<file path="src/rtl/pipeline_hazard_ctrl_if.sv">
// Hazard controller bundle between the OTTER pipeline and its hazard unit.
// The master side is the datapath; the slave side is the hazard controller.
interface pipeline_hazard_ctrl_if;
  logic [4:0] Rs1D;
  logic [4:0] Rs2D;
  logic [4:0] Rs1E;
  logic [4:0] Rs2E;
  logic [4:0] RdE;
  logic [4:0] RdM;
  logic [4:0] RdW;
  logic       RegWriteM;
  logic       RegWriteW;
  logic [1:0] ResultSrcE;
  logic       PCSrcE;
  logic       MulStartE;
  logic       MemReqM;
  logic       MemReadyM;
  logic       StallF;
  logic       StallD;
  logic       StallE;
  logic       StallM;
  logic       FlushD;
  logic       FlushE;
  logic       FlushM;
  logic       FlushW;
  logic [1:0] ForwardAE;
  logic [1:0] ForwardBE;
  logic       MemFault;

  modport master (
    output Rs1D, Rs2D, Rs1E, Rs2E, RdE, RdM, RdW,
    output RegWriteM, RegWriteW, ResultSrcE,
    output PCSrcE, MulStartE, MemReqM, MemReadyM,
    input  StallF, StallD, StallE, StallM,
    input  FlushD, FlushE, FlushM, FlushW,
    input  ForwardAE, ForwardBE, MemFault
  );

  modport slave (
    input  Rs1D, Rs2D, Rs1E, Rs2E, RdE, RdM, RdW,
    input  RegWriteM, RegWriteW, ResultSrcE,
    input  PCSrcE, MulStartE, MemReqM, MemReadyM,
    output StallF, StallD, StallE, StallM,
    output FlushD, FlushE, FlushM, FlushW,
    output ForwardAE, ForwardBE, MemFault
  );
endinterface

</file>
<file path="src/rtl/pipeline_hazard_ctrl.sv">
// OTTER 5-stage hazard controller: forwarding, load-use, branch, multiply, mem wait.
// Optional perf counters enabled by defining HAZARD_PERF_CNT_EN.
module pipeline_hazard_ctrl #(
  parameter int MUL_LAT     = 4,
  parameter int MEM_TIMEOUT = 256
) (
  input  logic CLK,
  input  logic RST_N,
  pipeline_hazard_ctrl_if.slave hz
`ifdef HAZARD_PERF_CNT_EN
  ,
  output logic [31:0] StallCycles,
  output logic [31:0] BranchFlushes
`endif
);

  localparam int MCW = $clog2(MUL_LAT + 1);
  localparam int MEMW = $clog2(MEM_TIMEOUT + 1);
  localparam bit MUL_MC = (MUL_LAT >= 2);
  localparam logic [MCW-1:0] MUL_INIT =
    MCW'(MUL_LAT >= 2 ? MUL_LAT - 2 : 0);
  localparam logic [MEMW-1:0] MEM_MAX = MEMW'(MEM_TIMEOUT);
  localparam logic [MEMW-1:0] MEM_TRIP = MEMW'(MEM_TIMEOUT - 1);

  typedef enum logic [1:0] {
    RUN,
    MUL_WAIT,
    MUL_HOLD
  } state_t;

  state_t          state_q, state_d;
  logic [MCW-1:0]  mul_cnt_q, mul_cnt_d;
  logic [MEMW-1:0] mem_cnt_q, mem_cnt_d;
  logic            fault_q, fault_d;

  logic mem_stall;
  logic mul_stall;
  logic lw_stall;

  function automatic logic [1:0] fwd(
    input logic [4:0] rs,
    input logic [4:0] rd_m,
    input logic       we_m,
    input logic [4:0] rd_w,
    input logic       we_w
  );
    logic [1:0] sel;
    sel = 2'b00;
    if (rs != 5'd0 && rs == rd_m && we_m)
      sel = 2'b10;
    else if (rs != 5'd0 && rs == rd_w && we_w)
      sel = 2'b01;
    return sel;
  endfunction

  always_comb begin
    mem_stall = hz.MemReqM && !hz.MemReadyM;
    lw_stall  = (hz.ResultSrcE == 2'b01) &&
                (hz.RdE != 5'd0) &&
                (hz.RdE == hz.Rs1D || hz.RdE == hz.Rs2D);
    mul_stall = 1'b0;
    state_d   = state_q;
    mul_cnt_d = mul_cnt_q;
    unique case (state_q)
      RUN: begin
        if (hz.MulStartE && MUL_MC) begin
          mul_stall = 1'b1;
          mul_cnt_d = MUL_INIT;
          state_d   = MUL_WAIT;
        end
      end
      MUL_WAIT: begin
        mul_stall = (mul_cnt_q != '0);
        if (mul_cnt_q != '0)
          mul_cnt_d = mul_cnt_q - MCW'(1);
        else
          state_d = mem_stall ? MUL_HOLD : RUN;
      end
      MUL_HOLD: begin
        if (!mem_stall)
          state_d = RUN;
      end
      default: state_d = RUN;
    endcase
  end

  // Saturating wait counter; fault trips as the count reaches MEM_TIMEOUT-1
  always_comb begin
    mem_cnt_d = '0;
    if (mem_stall)
      mem_cnt_d = (mem_cnt_q == MEM_MAX) ? MEM_MAX
                                          : mem_cnt_q + MEMW'(1);
    fault_d = fault_q | (mem_stall && mem_cnt_d >= MEM_TRIP);
  end

  always_ff @(posedge CLK) begin
    if (!RST_N) begin
      state_q   <= RUN;
      mul_cnt_q <= '0;
      mem_cnt_q <= '0;
      fault_q   <= 1'b0;
    end else begin
      state_q   <= state_d;
      mul_cnt_q <= mul_cnt_d;
      mem_cnt_q <= mem_cnt_d;
      fault_q   <= fault_d;
    end
  end

  always_comb begin
    hz.StallF    = 1'b0;
    hz.StallD    = 1'b0;
    hz.StallE    = 1'b0;
    hz.StallM    = 1'b0;
    hz.FlushD    = 1'b1;
    hz.FlushE    = 1'b1;
    hz.FlushM    = 1'b1;
    hz.FlushW    = 1'b1;
    hz.ForwardAE = 2'b00;
    hz.ForwardBE = 2'b00;
    if (RST_N) begin
      hz.StallF    = mem_stall | mul_stall | lw_stall;
      hz.StallD    = mem_stall | mul_stall | lw_stall;
      hz.StallE    = mem_stall | mul_stall;
      hz.StallM    = mem_stall;
      hz.FlushD    = hz.PCSrcE && !(mem_stall | mul_stall);
      hz.FlushE    = (lw_stall | hz.PCSrcE) &&
                     !(mem_stall | mul_stall);
      hz.FlushM    = mul_stall && !mem_stall;
      hz.FlushW    = mem_stall;
      hz.ForwardAE = fwd(hz.Rs1E, hz.RdM, hz.RegWriteM,
                         hz.RdW, hz.RegWriteW);
      hz.ForwardBE = fwd(hz.Rs2E, hz.RdM, hz.RegWriteM,
                         hz.RdW, hz.RegWriteW);
    end
  end

  assign hz.MemFault = fault_q;

`ifdef HAZARD_PERF_CNT_EN
  logic [31:0] stall_cnt_q;
  logic [31:0] flush_cnt_q;

  always_ff @(posedge CLK) begin
    if (!RST_N) begin
      stall_cnt_q <= '0;
      flush_cnt_q <= '0;
    end else begin
      if (hz.StallF)
        stall_cnt_q <= stall_cnt_q + 32'd1;
      if (hz.FlushD)
        flush_cnt_q <= flush_cnt_q + 32'd1;
    end
  end

  assign StallCycles   = stall_cnt_q;
  assign BranchFlushes = flush_cnt_q;
`endif

endmodule

</file>
<file path="src/flat_wrapper.sv">
// flat-port wrapper written by rule: the top's interface ports become plain ports
module pipeline_hazard_ctrl_flat 
#(
  parameter int MUL_LAT     = 4,
  parameter int MEM_TIMEOUT = 256
)
  (CLK, RST_N, hz_Rs1D, hz_Rs2D, hz_Rs1E, hz_Rs2E, hz_RdE, hz_RdM, hz_RdW, hz_RegWriteM, hz_RegWriteW, hz_ResultSrcE, hz_PCSrcE, hz_MulStartE, hz_MemReqM, hz_MemReadyM, hz_StallF, hz_StallD, hz_StallE, hz_StallM, hz_FlushD, hz_FlushE, hz_FlushM, hz_FlushW, hz_ForwardAE, hz_ForwardBE, hz_MemFault);
  pipeline_hazard_ctrl_if hz_i ();
  input  logic CLK;
  input  logic RST_N;
  input wire logic [$bits(hz_i.Rs1D)-1:0] hz_Rs1D;
  input wire logic [$bits(hz_i.Rs2D)-1:0] hz_Rs2D;
  input wire logic [$bits(hz_i.Rs1E)-1:0] hz_Rs1E;
  input wire logic [$bits(hz_i.Rs2E)-1:0] hz_Rs2E;
  input wire logic [$bits(hz_i.RdE)-1:0] hz_RdE;
  input wire logic [$bits(hz_i.RdM)-1:0] hz_RdM;
  input wire logic [$bits(hz_i.RdW)-1:0] hz_RdW;
  input wire logic [$bits(hz_i.RegWriteM)-1:0] hz_RegWriteM;
  input wire logic [$bits(hz_i.RegWriteW)-1:0] hz_RegWriteW;
  input wire logic [$bits(hz_i.ResultSrcE)-1:0] hz_ResultSrcE;
  input wire logic [$bits(hz_i.PCSrcE)-1:0] hz_PCSrcE;
  input wire logic [$bits(hz_i.MulStartE)-1:0] hz_MulStartE;
  input wire logic [$bits(hz_i.MemReqM)-1:0] hz_MemReqM;
  input wire logic [$bits(hz_i.MemReadyM)-1:0] hz_MemReadyM;
  output wire logic [$bits(hz_i.StallF)-1:0] hz_StallF;
  output wire logic [$bits(hz_i.StallD)-1:0] hz_StallD;
  output wire logic [$bits(hz_i.StallE)-1:0] hz_StallE;
  output wire logic [$bits(hz_i.StallM)-1:0] hz_StallM;
  output wire logic [$bits(hz_i.FlushD)-1:0] hz_FlushD;
  output wire logic [$bits(hz_i.FlushE)-1:0] hz_FlushE;
  output wire logic [$bits(hz_i.FlushM)-1:0] hz_FlushM;
  output wire logic [$bits(hz_i.FlushW)-1:0] hz_FlushW;
  output wire logic [$bits(hz_i.ForwardAE)-1:0] hz_ForwardAE;
  output wire logic [$bits(hz_i.ForwardBE)-1:0] hz_ForwardBE;
  output wire logic [$bits(hz_i.MemFault)-1:0] hz_MemFault;
  assign hz_i.Rs1D = hz_Rs1D;
  assign hz_i.Rs2D = hz_Rs2D;
  assign hz_i.Rs1E = hz_Rs1E;
  assign hz_i.Rs2E = hz_Rs2E;
  assign hz_i.RdE = hz_RdE;
  assign hz_i.RdM = hz_RdM;
  assign hz_i.RdW = hz_RdW;
  assign hz_i.RegWriteM = hz_RegWriteM;
  assign hz_i.RegWriteW = hz_RegWriteW;
  assign hz_i.ResultSrcE = hz_ResultSrcE;
  assign hz_i.PCSrcE = hz_PCSrcE;
  assign hz_i.MulStartE = hz_MulStartE;
  assign hz_i.MemReqM = hz_MemReqM;
  assign hz_i.MemReadyM = hz_MemReadyM;
  assign hz_StallF = hz_i.StallF;
  assign hz_StallD = hz_i.StallD;
  assign hz_StallE = hz_i.StallE;
  assign hz_StallM = hz_i.StallM;
  assign hz_FlushD = hz_i.FlushD;
  assign hz_FlushE = hz_i.FlushE;
  assign hz_FlushM = hz_i.FlushM;
  assign hz_FlushW = hz_i.FlushW;
  assign hz_ForwardAE = hz_i.ForwardAE;
  assign hz_ForwardBE = hz_i.ForwardBE;
  assign hz_MemFault = hz_i.MemFault;
  pipeline_hazard_ctrl #(.MUL_LAT(MUL_LAT), .MEM_TIMEOUT(MEM_TIMEOUT)) u_core (.CLK(CLK), .RST_N(RST_N), .hz(hz_i));
endmodule
</file>
<file path="config.mk">
export PLATFORM = sky130hd
export DESIGN_NAME = pipeline_hazard_ctrl_flat
export DESIGN_NICKNAME = d
export VERILOG_FILES = /design/src/rtl/pipeline_hazard_ctrl_if.sv /design/src/rtl/pipeline_hazard_ctrl.sv /design/src/flat_wrapper.sv
export SDC_FILE = /design/constraint.sdc
export NUM_CORES = 1
export LEC_CHECK = 0
export ABC_AREA = 1
export BUFFER_PORTS_ARGS = -buffer_cell sky130_fd_sc_hd__buf_2
export CAP_MARGIN = 20
export CELL_PAD_IN_SITES_DETAIL_PLACEMENT = 2
export CELL_PAD_IN_SITES_GLOBAL_PLACEMENT = 2
export CORE_ASPECT_RATIO = 1.25
export CORE_MARGIN = 2
export CORE_UTILIZATION = 24
export CTS_CLUSTER_SIZE = 14
export DETAILED_ROUTE_END_ITERATION = 8
export PLACE_DENSITY_LB_ADDON = 0.12
export SLEW_MARGIN = 20
export SYNTH_ARGS = -nofsm -noshare
export SYNTH_HDL_FRONTEND = slang
export SYNTH_SLANG_ARGS = --single-unit
</file>
<file path="constraint.sdc">
create_clock -name CLK -period 1.45 [get_ports CLK]
set_input_delay 0.0725 -clock CLK [delete_from_list [all_inputs] [get_ports CLK]]
set_output_delay 0.0725 -clock CLK [all_outputs]
set_load 0.01 [all_outputs]
</file>
==> run_results.csv, run 1 <==
group,metric,value,unit
layout,drive_gt1_share,36.5,%
place,placed_area,1710,sq um
critical_path,cp_max_fo,3,
critical_path,crit_arrival,1430,ps
layout,final_cell_mix,"57 x buf_2, 34 x nand2_1, 28 x nor2_1",
synthesis,synth-edff-count,0,
critical_path,regToRegSetupSlack,60,ps
routing,vias,1558,
layout,final_common_cell,"buf_2",
routing,viasPerCell,4.61,
clocking,clock_sinks,15,
outcome,violations,"negative setup slack",
timing,drv_slew,0,
routing,wirelength,4680,microns
synthesis,synth_warnings,0,
global_routing,grt_max_degree,13,
outcome,status,"finished with violations",
run,cap_violations,0,
clocking,cts_buffers,3,
critical_path,r2r_end,"u_core.mul_cnt_q[0]$_SDFFE_PN0P_",
place,place_hpwl,3950,microns
timing,tightest_slew,287,ps
layout,final_nets,324,
worst_hold_path,hp-start,"RST_N",
clocking,clk_latency,250,ps
synthesis,avgSynthCellArea,6.52,sq um
clocking,cts_buffer_depth,2,
clocking,cts_root_buf,"clkbuf_8",
timing,finalCritPeriodShare,104,%
place,place_congestion,0.691,
timing,final_hold_viol_count,0,
critical_path,critPathRequiredTime,1380,ps
layout,area_growth,39.6,%
layout,n_antenna_cell,0,
die,die_area,6190,sq um
critical_path,rr_startpoint,"u_core.mul_cnt_q[0]$_SDFFE_PN0P_",
worst_hold_path,min_path_type,"input pin to register",
place,pre_cts_ws,46.4,ps
critical_path,startpoint,"u_core.mul_cnt_q[0]$_SDFFE_PN0P_",
routing,wire_per_inst,13.8,microns
die,num_rows,30,
clocking,tritoncts,"done",
critical_path,end_kind,"output pin",
synthesis,seq_area_frac_synth,22.5,%
power,cellLeakagePower,0.985,nW
routing,drt-pass1-iter-count,4,
synthesis,netlist_instances,205,
worst_hold_path,holdPathEnd,"u_core.mul_cnt_q[1]$_SDFFE_PN0P_",
worst_hold_path,whs_path_depth,3,
clocking,clk_pin_slew,70,ps
global_routing,grt_pass1_wl,7740,microns
routing,drc,0,
routing,drtIter0Drc,15,
die,chipHeight,87.5,microns
global_routing,grt_remaining_overflow,0,
clocking,htreeDepth,1,
routing,postRouteAntennaNets,0,
power,power_density,629,nW/um^2
die,start_util,24.7,%
timing,max-slew-margin-rel,80.8,%
timing,fmax,665,MHz
global_routing,grt_pass1_vias,1691,
synthesis,ys_ff_latch,15,
die,ios,58,
critical_path,reg2reg_depth,11,
timing,fin_ws,-54.0,ps
timing,finalSetupViolations,5,
global_routing,antenna_found_initial,0,
power,vdd_ir_drop_max,0.247,mV
critical_path,cp-start-kind,"register",
die,coreArea,5410,sq um
synthesis,syn-cell-area,1340,sq um
global_routing,grtUsageTotal,15.8,%
layout,final_area,1870,sq um
synthesis,syn-num-nets,254,
critical_path,crit_type,"register to output pin",
timing,fin_skew,9.37,ps
synthesis,ys_types,31,
timing,period_minus_slack,1500,ps
synthesis,ys_async_sr_fraction,0,%
place,io_buffers,57,
timing,rsz0062_at_grt,"true",
die,die_w,70.8,microns
power,power.total,0.00117,W
synthesis,synth_flop_cell,"dfxtp_1",
timing,whs,193,ps
## critical path, stage by stage, from the launching register on
cell     delay (ps)
dfxtp_2         320
inv_2            70
ha_4            160
nand2_4          60
nand2_4          80
nand2_4          60
nor2_4          100
inv_1            50
nand2_1          70
nand2_1          70
buf_2           140
## cell usage after synthesis, drive strengths merged, types with 4 or more instances
master | number | area [sq um]
xor2 | 14 | 123
o21ai | 5 | 25.0
nand4 | 5 | 31.3
nor2 | 35 | 173
xnor2 | 6 | 52.6
nand2 | 42 | 183
ha | 4 | 50.1
nor3 | 8 | 40.0
a21oi | 6 | 30.0
inv | 32 | 120
dfxtp | 15 | 300
nand3 | 16 | 90.1
## metal layers
metal / GRT usage [%] / up-vias / routed length (microns)
met5: 0 / - / 0
li1: - / 796 / -
met1: 16.4 / 728 / 1720
met2: 32.0 / 28 / 2770
met3: 1.04 / 6 / 96
met4: 6.35 / 0 / 91
## how the worst max path moves through the flow
| stage | end | slack, ps | depth (start not counted) |
|---|---|---|---|
| 6_report | hz_StallD | -50 | 10 |
| 5_1_grt | hz_StallD | -170 | 10 |
| 4_1_cts | hz_StallD | -60 | 10 |
| 3_5_place_dp | u_core.mem_cnt_q[5]$_SDFF_PN0_ | 50 | 7 |
| 3_3_place_gp | u_core.mem_cnt_q[1]$_SDFF_PN0_ | 70 | 7 |
| 2_1_floorplan | hz_StallF | 150 | 10 |
## flip-flops by register name, indices dropped and copies added (netlist names)
name / flops
u_core.hz.MemFault: 1
u_core.state_q: 2
u_core.mem_cnt_q: 9
u_core.mul_cnt_q: 3
## area by class of cell
class                           count  area, sq um
Clock buffer                        4         45.0
Inverter                           32          120
Tap cell                           64         80.1
Timing Repair Buffer               67          360
Fill cell                         687         3540
Sequential cell                    15          308
Multi-Input combinational cell    156          953
## per-stage QoR
| step | setup TNS (ps) | util (%) | instances |
|---|---|---|---|
| after floorplan | 0 | - | 205 |
| after global placement | 0 | 31.7 | 327 |
| after detailed placement | 0 | 31.7 | 327 |
| after CTS | -130 | 34.0 | 337 |
| after global routing | -789 | 34.5 | 338 |
| final | -130 | 34.5 | 338 |
## logic make-up (layout without fill, tap and decap cells)
kind of cell               Yosys count  in the layout  synth area share [%]
and+or+nand+nor                    111            111                  41.2
buffers and inverters               34            103                  9.92
AOI/OAI and AO/OA                   21             21                  9.63
xor gates and xnor gates            20             20                  13.1
DFF                                 15             15                  22.5
adders and majority gates            4              4                  3.74
## timing repair
action,in CTS,in global routing
gates resized for setup,11,8
buffers inserted,6,1
endpoints found under the setup margin,5,15
hold buffers,0,0
pin swaps,5,6
## power breakdown
| part | internal, W | switching, W | total [W] |
|---|---|---|---|
| Sequential | 0.000424 | 0.00000886 | 0.000433 |
| Combinational | 0.000181 | 0.000214 | 0.000395 |
| Clock | 0.000195 | 0.000151 | 0.000346 |
Note: power is estimated with default switching activity, not from simulation.
==> run 2, diff against run 1 <==
--- a/config.mk
+++ b/config.mk
@@ -8,11 +8,11 @@
 export ABC_AREA = 1
 export BUFFER_PORTS_ARGS = -buffer_cell sky130_fd_sc_hd__buf_2
 export CAP_MARGIN = 20
-export CELL_PAD_IN_SITES_DETAIL_PLACEMENT = 2
-export CELL_PAD_IN_SITES_GLOBAL_PLACEMENT = 2
+export CELL_PAD_IN_SITES_DETAIL_PLACEMENT = 0
+export CELL_PAD_IN_SITES_GLOBAL_PLACEMENT = 1
 export CORE_ASPECT_RATIO = 1.25
 export CORE_MARGIN = 2
-export CORE_UTILIZATION = 24
+export CORE_UTILIZATION = 32
 export CTS_CLUSTER_SIZE = 14
 export DETAILED_ROUTE_END_ITERATION = 8
 export PLACE_DENSITY_LB_ADDON = 0.12
==> run_results.csv, run 2 (same netlist as run 1, synthesis figures left out) <==
group,metric,value,unit
outcome,status,"finished with violations",
outcome,violations,"negative setup slack",
place,place_hpwl,2950,microns
die,num_rows,26,
timing,period_minus_slack,1470,ps
place,io_buffers,57,
power,power_density,628,nW/um^2
power,pwr-share-comb,32.5,%
timing,fin_ws,-21.8,ps
power,vdd_ir_drop_max,0.254,mV
timing,final_hold_viol_count,0,
place,pre_cts_ws,80.3,ps
clocking,htreeDepth,1,
global_routing,grtUsageTotal,16.0,%
power,pwr-share-seq,37.9,%
routing,drtIter0Drc,22,
timing,tns,-66.7,ps
critical_path,cp-start-kind,"register",
critical_path,end_kind,"output pin",
layout,largest-register,"u_core.mem_cnt_q",
timing,fmax,679,MHz
die,die_w,61.8,microns
global_routing,antenna_found_initial,0,
routing,drc,0,
global_routing,grt_remaining_overflow,0,
power,p_sw,0.000359,W
routing,drt-pass1-iter-count,4,
layout,final_area,1820,sq um
run,cap_violations,0,
clocking,clock_sinks,15,
power,swShare,31.4,%
timing,finalCritPeriodShare,102,%
die,start_util,32.9,%
clocking,clk_pin_slew,60,ps
timing,max-slew-margin-rel,79.9,%
timing,drv_slew,0,
power,intPower,0.000784,W
timing,finalSetupViolations,4,
timing,tightest_slew,300,ps
worst_hold_path,min_path_type,"input pin to register",
routing,postRouteAntennaNets,0,
die,die_area,4720,sq um
critical_path,crit_path_top_delay_cell,"dfxtp_2",
critical_path,path_depth,10,
layout,n_antenna_cell,0,
power,pwr-share-clk,29.5,%
critical_path,crit_type,"register to output pin",
place,dp_cells,319,
clocking,cts_root_buf,"clkbuf_8",
routing,top_layer_used,"met4",
routing,vias,1458,
clocking,clk_latency,240,ps
die,coreArea,4070,sq um
layout,largest_reg_flops,9,
critical_path,crit_path_max_incr_delay,320,ps
global_routing,grt_max_degree,13,
layout,final_cell_mix,"57 x buf_2, 32 x nand2_1, 30 x nor2_1",
die,ios,58,
place,placed_area,1700,sq um
timing,fin_skew,2.43,ps
critical_path,reg2reg_depth,9,
layout,final_common_cell,"buf_2",
layout,drive_gt1_share,35.6,%
layout,top_regs,"u_core.mem_cnt_q: 9 flops, u_core.mul_cnt_q: 3 flops, u_core.state_q: 2 flops",
global_routing,grt_pass1_wl,5950,microns
routing,drt-met1-wl,1430,microns
power,power.total,0.00114,W
routing,met2WireLength,1940,microns
die,chipHeight,76.3,microns
layout,final_cells,326,
critical_path,critPathRequiredTime,1380,ps
timing,rsz0062_at_grt,"true",
clocking,cts_buffers,3,
worst_hold_path,whs_path_depth,3,
routing,viasPerCell,4.47,
clocking,tritoncts,"done",
routing,wirelength,3560,microns
critical_path,cp_common_cell,"nand2_4",
layout,final_nets,320,
critical_path,critical-path-top-delay-family,"simple AND/OR/NAND/NOR gates",
place,place_congestion,0.754,
clocking,holdBufCountCts,0,
critical_path,crit_buf_inv,3,
critical_path,crit_chain,"inv_2 -> ha_4 -> nand2_4 -> nand2_4 -> nand2_4 -> nor2_4 -> inv_2 -> nand2_2 -> nand2_2 -> buf_2",
layout,n_fill_cell,448,
power,cellLeakagePower,0.972,nW
critical_path,cp_max_fo,3,
layout,area_growth,36.2,%
global_routing,grt_pass1_vias,1479,
critical_path,crit_arrival,1400,ps
routing,dr_wl_met3,163,microns
routing,wire_per_inst,10.9,microns
clocking,cts_buffer_depth,2,
[run 2: cell type report]
type	instances	area [sq um]	area share, %
multi-input combinational	156	951	52.2
timing repair buffer	63	330	18.1
sequential	15	304	16.7
inverter	32	120	6.59
tap	56	70.1	3.85
clock buffer	3	41.3	2.27
clock inverter	1	5.00	0.275
[run 2: final timing paths]
check,startpoint,end,slack [ps]
setup / recovery,u_core.mul_cnt_q[1]$_SDFFE_PN0P_,hz_StallF,-20
hold / removal,RST_N,u_core.state_q[0]$_SDFFE_PN0P_,200
setup reg to reg,u_core.mul_cnt_q[1]$_SDFFE_PN0P_,u_core.mul_cnt_q[1]$_SDFFE_PN0P_,70
hold reg to reg,u_core.mem_cnt_q[0]$_SDFF_PN0_,u_core.mem_cnt_q[0]$_SDFF_PN0_,450
[run 2: worst reg2reg max path: cells and delay by family, from the launching register on]
family          cells  cell delay [ps]
compound gates      2              240
fa+ha+maj           1              160
buf+inv             3              350
flops               1              320
simple gates        3              190
[run 2: timing repair]
action	4_1_cts	5_1_grt
endpoints found under the setup margin	5	6
setup buffers	3	0
resized for setup	9	8
gates cloned	0	0
pin swaps	6	3
[run 2: metrics by stage]
step	util [%]	hold WS [ps]
2_1_floorplan	-	257
3_3_place_gp	41.9	440
3_5_place_dp	41.9	440
4_1_cts	44.2	190
5_1_grt	44.8	215
6_report	44.8	204
[run 2: routing by layer]
metal	vias up	track usage, %
met5	-	0
met4	0	3.83
met3	2	1.70
met2	39	30.1
met1	633	17.9
li1	784	-
[run 2: power groups by stage]
stage	Sequential (W)	Clock, W	Combinational [W]
after floorplan	0.000439	0	0.000185
after global placement	0.000441	0	0.000326
after detailed placement	0.000441	0	0.000323
after CTS	0.000433	0.000345	0.000352
after global routing	0.000435	0.000376	0.000413
final	0.000434	0.000338	0.000372
==> run 3, diff against run 2 <==
==> constraint.sdc (replaced) <==
create_clock -name CLK -period 1.45 [get_ports CLK]
set_input_delay 0.29 -clock CLK [delete_from_list [all_inputs] [get_ports CLK]]
set_output_delay 0.29 -clock CLK [all_outputs]
set_load 0.01 [all_outputs]
==> run_results.csv, run 3 (same netlist as run 1, synthesis figures left out) <==
group,metric,value,unit
outcome,status,"finished with violations",
outcome,violations,"negative setup slack",
global_routing,antenna_found_initial,0,
die,die_area,4720,sq um
critical_path,rr_startpoint,"u_core.mul_cnt_q[1]$_SDFFE_PN0P_",
routing,drt-pass1-iter-count,4,
die,start_util,32.9,%
clocking,clk_pin_slew,60,ps
worst_hold_path,min_path_type,"input pin to register",
place,dp_cells,323,
clocking,tritoncts,"done",
critical_path,crit_arrival,1370,ps
critical_path,crit_chain,"inv_2 -> ha_4 -> nand2_2 -> nand2_2 -> nand2_2 -> nor2_4 -> inv_2 -> nand2_2 -> nand2_2 -> buf_6",
routing,wirelength,3540,microns
routing,drtIter0Drc,49,
place,placed_area,1750,sq um
routing,postRouteAntennaNets,0,
clocking,htreeDepth,1,
layout,final_nets,329,
layout,top_regs,"u_core.mem_cnt_q: 9 flops, u_core.mul_cnt_q: 3 flops, u_core.state_q: 2 flops",
routing,viasPerCell,4.54,
place,place_hpwl,3050,microns
run,cap_violations,0,
layout,final_common_cell,"buf_2",
timing,finalCritPeriodShare,114,%
die,coreArea,4070,sq um
global_routing,grt_pass1_wl,6090,microns
global_routing,grt_max_degree,10,
die,die_w,61.8,microns
clocking,clk_latency,240,ps
layout,final_util,48.6,%
critical_path,cp_common_cell,"nand2_2",
power,vdd_ir_drop_max,0.272,mV
timing,fin_ws,-208,ps
layout,largest_reg_flops,9,
clocking,cts_buffers,3,
layout,final_cell_mix,"48 x buf_2, 32 x nand2_1, 28 x nor2_1",
die,ios,58,
critical_path,crit_path_max_incr_delay,320,ps
worst_hold_path,hp-start,"hz_MulStartE",
place,place_congestion,0.776,
global_routing,grtUsageTotal,16.4,%
clocking,cts_root_buf,"clkbuf_8",
timing,whs,399,ps
timing,drv_slew,0,
power,power_density,597,nW/um^2
critical_path,crit_type,"register to output pin",
critical_path,crit_buf_inv,3,
timing,period_minus_slack,1660,ps
routing,wire_per_inst,10.6,microns
layout,drive_gt1_share,41.9,%
clocking,holdBufCountCts,0,
critical_path,critical-path-top-delay-family,"simple AND/OR/NAND/NOR gates",
timing,tightest_slew,234,ps
global_routing,grt_pass1_vias,1501,
place,pre_cts_ws,-8.41,ps
timing,fin_skew,3.02,ps
timing,rsz0062_at_grt,"true",
timing,fmax,603,MHz
timing,final_hold_viol_count,0,
routing,drc,0,
power,cellLeakagePower,1.02,nW
clocking,clock_sinks,15,
timing,max-slew-margin-rel,84.2,%
die,chipHeight,76.3,microns
critical_path,cp_max_fo,3,
layout,final_area,1980,sq um
place,io_buffers,57,
layout,final_cells,335,
layout,area_growth,47.9,%
critical_path,end_kind,"output pin",
timing,finalSetupViolations,6,
critical_path,crit_path_top_delay_cell,"dfxtp_2",
clocking,cts_buffer_depth,2,
critical_path,cp-start-kind,"register",
global_routing,grt_remaining_overflow,0,
critical_path,startpoint,"u_core.mul_cnt_q[1]$_SDFFE_PN0P_",
die,num_rows,26,
critical_path,critPathRequiredTime,1160,ps
routing,vias,1521,
layout,largest-register,"u_core.mem_cnt_q",
layout,n_antenna_cell,0,
## run 3: changes by cell type in the layout (fill, tap and decap cells not counted), moves of 4 or more
cell and delta:
buf_6 +8, nor3_1 -4, buf_4 +9, nor3_2 +4, buf_2 -9, inv_1 -4
## run 3: final timing paths
path              depth (start not counted)  slack (ps)                                to
hold reg to reg                           1         440    u_core.mem_cnt_q[0]$_SDFF_PN0_
hold / removal                            4         400  u_core.mul_cnt_q[2]$_SDFFE_PN0P_
setup / recovery                         10        -210                         hz_StallD
setup reg to reg                         12          40  u_core.mul_cnt_q[0]$_SDFFE_PN0P_
## run 3: final cells by class
class	count	area (sq um)
clock buffers	4	45.0
fillers	463	2090
inverters	32	123
multi-input cells	156	976
flip-flops and latches	15	307
well taps	56	70.1
repair buffers	72	458
## run 3: tightest hold or removal path: stages
cell and delay (ps):
buf_2 90, nand3_2 100, nand2_1 70, nor3_1 40
## run 3: repair_timing
| item | 4_1_cts | 5_1_grt |
|---|---|---|
| endpoints found under the setup margin | 7 | 16 |
| pin swaps | 7 | 16 |
| cloned | 0 | 0 |
| resized for setup | 12 | 26 |
| buffers inserted | 4 | 4 |
## run 3: power breakdown
| part | total (W) | switching [W] | leakage [nW] | internal (W) |
|---|---|---|---|---|
| Clock | 0.000334 | 0.000140 | 0.0228 | 0.000194 |
| Combinational | 0.000415 | 0.000205 | 0.872 | 0.000210 |
| Sequential | 0.000432 | 0.00000790 | 0.123 | 0.000424 |
| Total | 0.00118 | 0.000353 | 1.02 | 0.000829 |
## run 3: metal layers
| metal | vias up | GRT usage [%] | part of all wire (%) |
|---|---|---|---|
| li1 | 806 | - | - |
| met1 | 679 | 17.4 | 37 |
| met2 | 30 | 31.6 | 58 |
| met3 | 6 | 1.02 | 2.9 |
| met4 | 0 | 5.74 | 1.6 |
| met5 | - | 0 | 0 |
## run 3: through the flow
| stage | power, W | TNS, ps |
|---|---|---|
| after floorplan | 0.000633 | 0 |
| after global placement | 0.000786 | -29.2 |
| after detailed placement | 0.000784 | -19.7 |
| after CTS | 0.00116 | -1120 |
| after global routing | 0.00125 | -1800 |
| final | 0.00118 | -1070 |
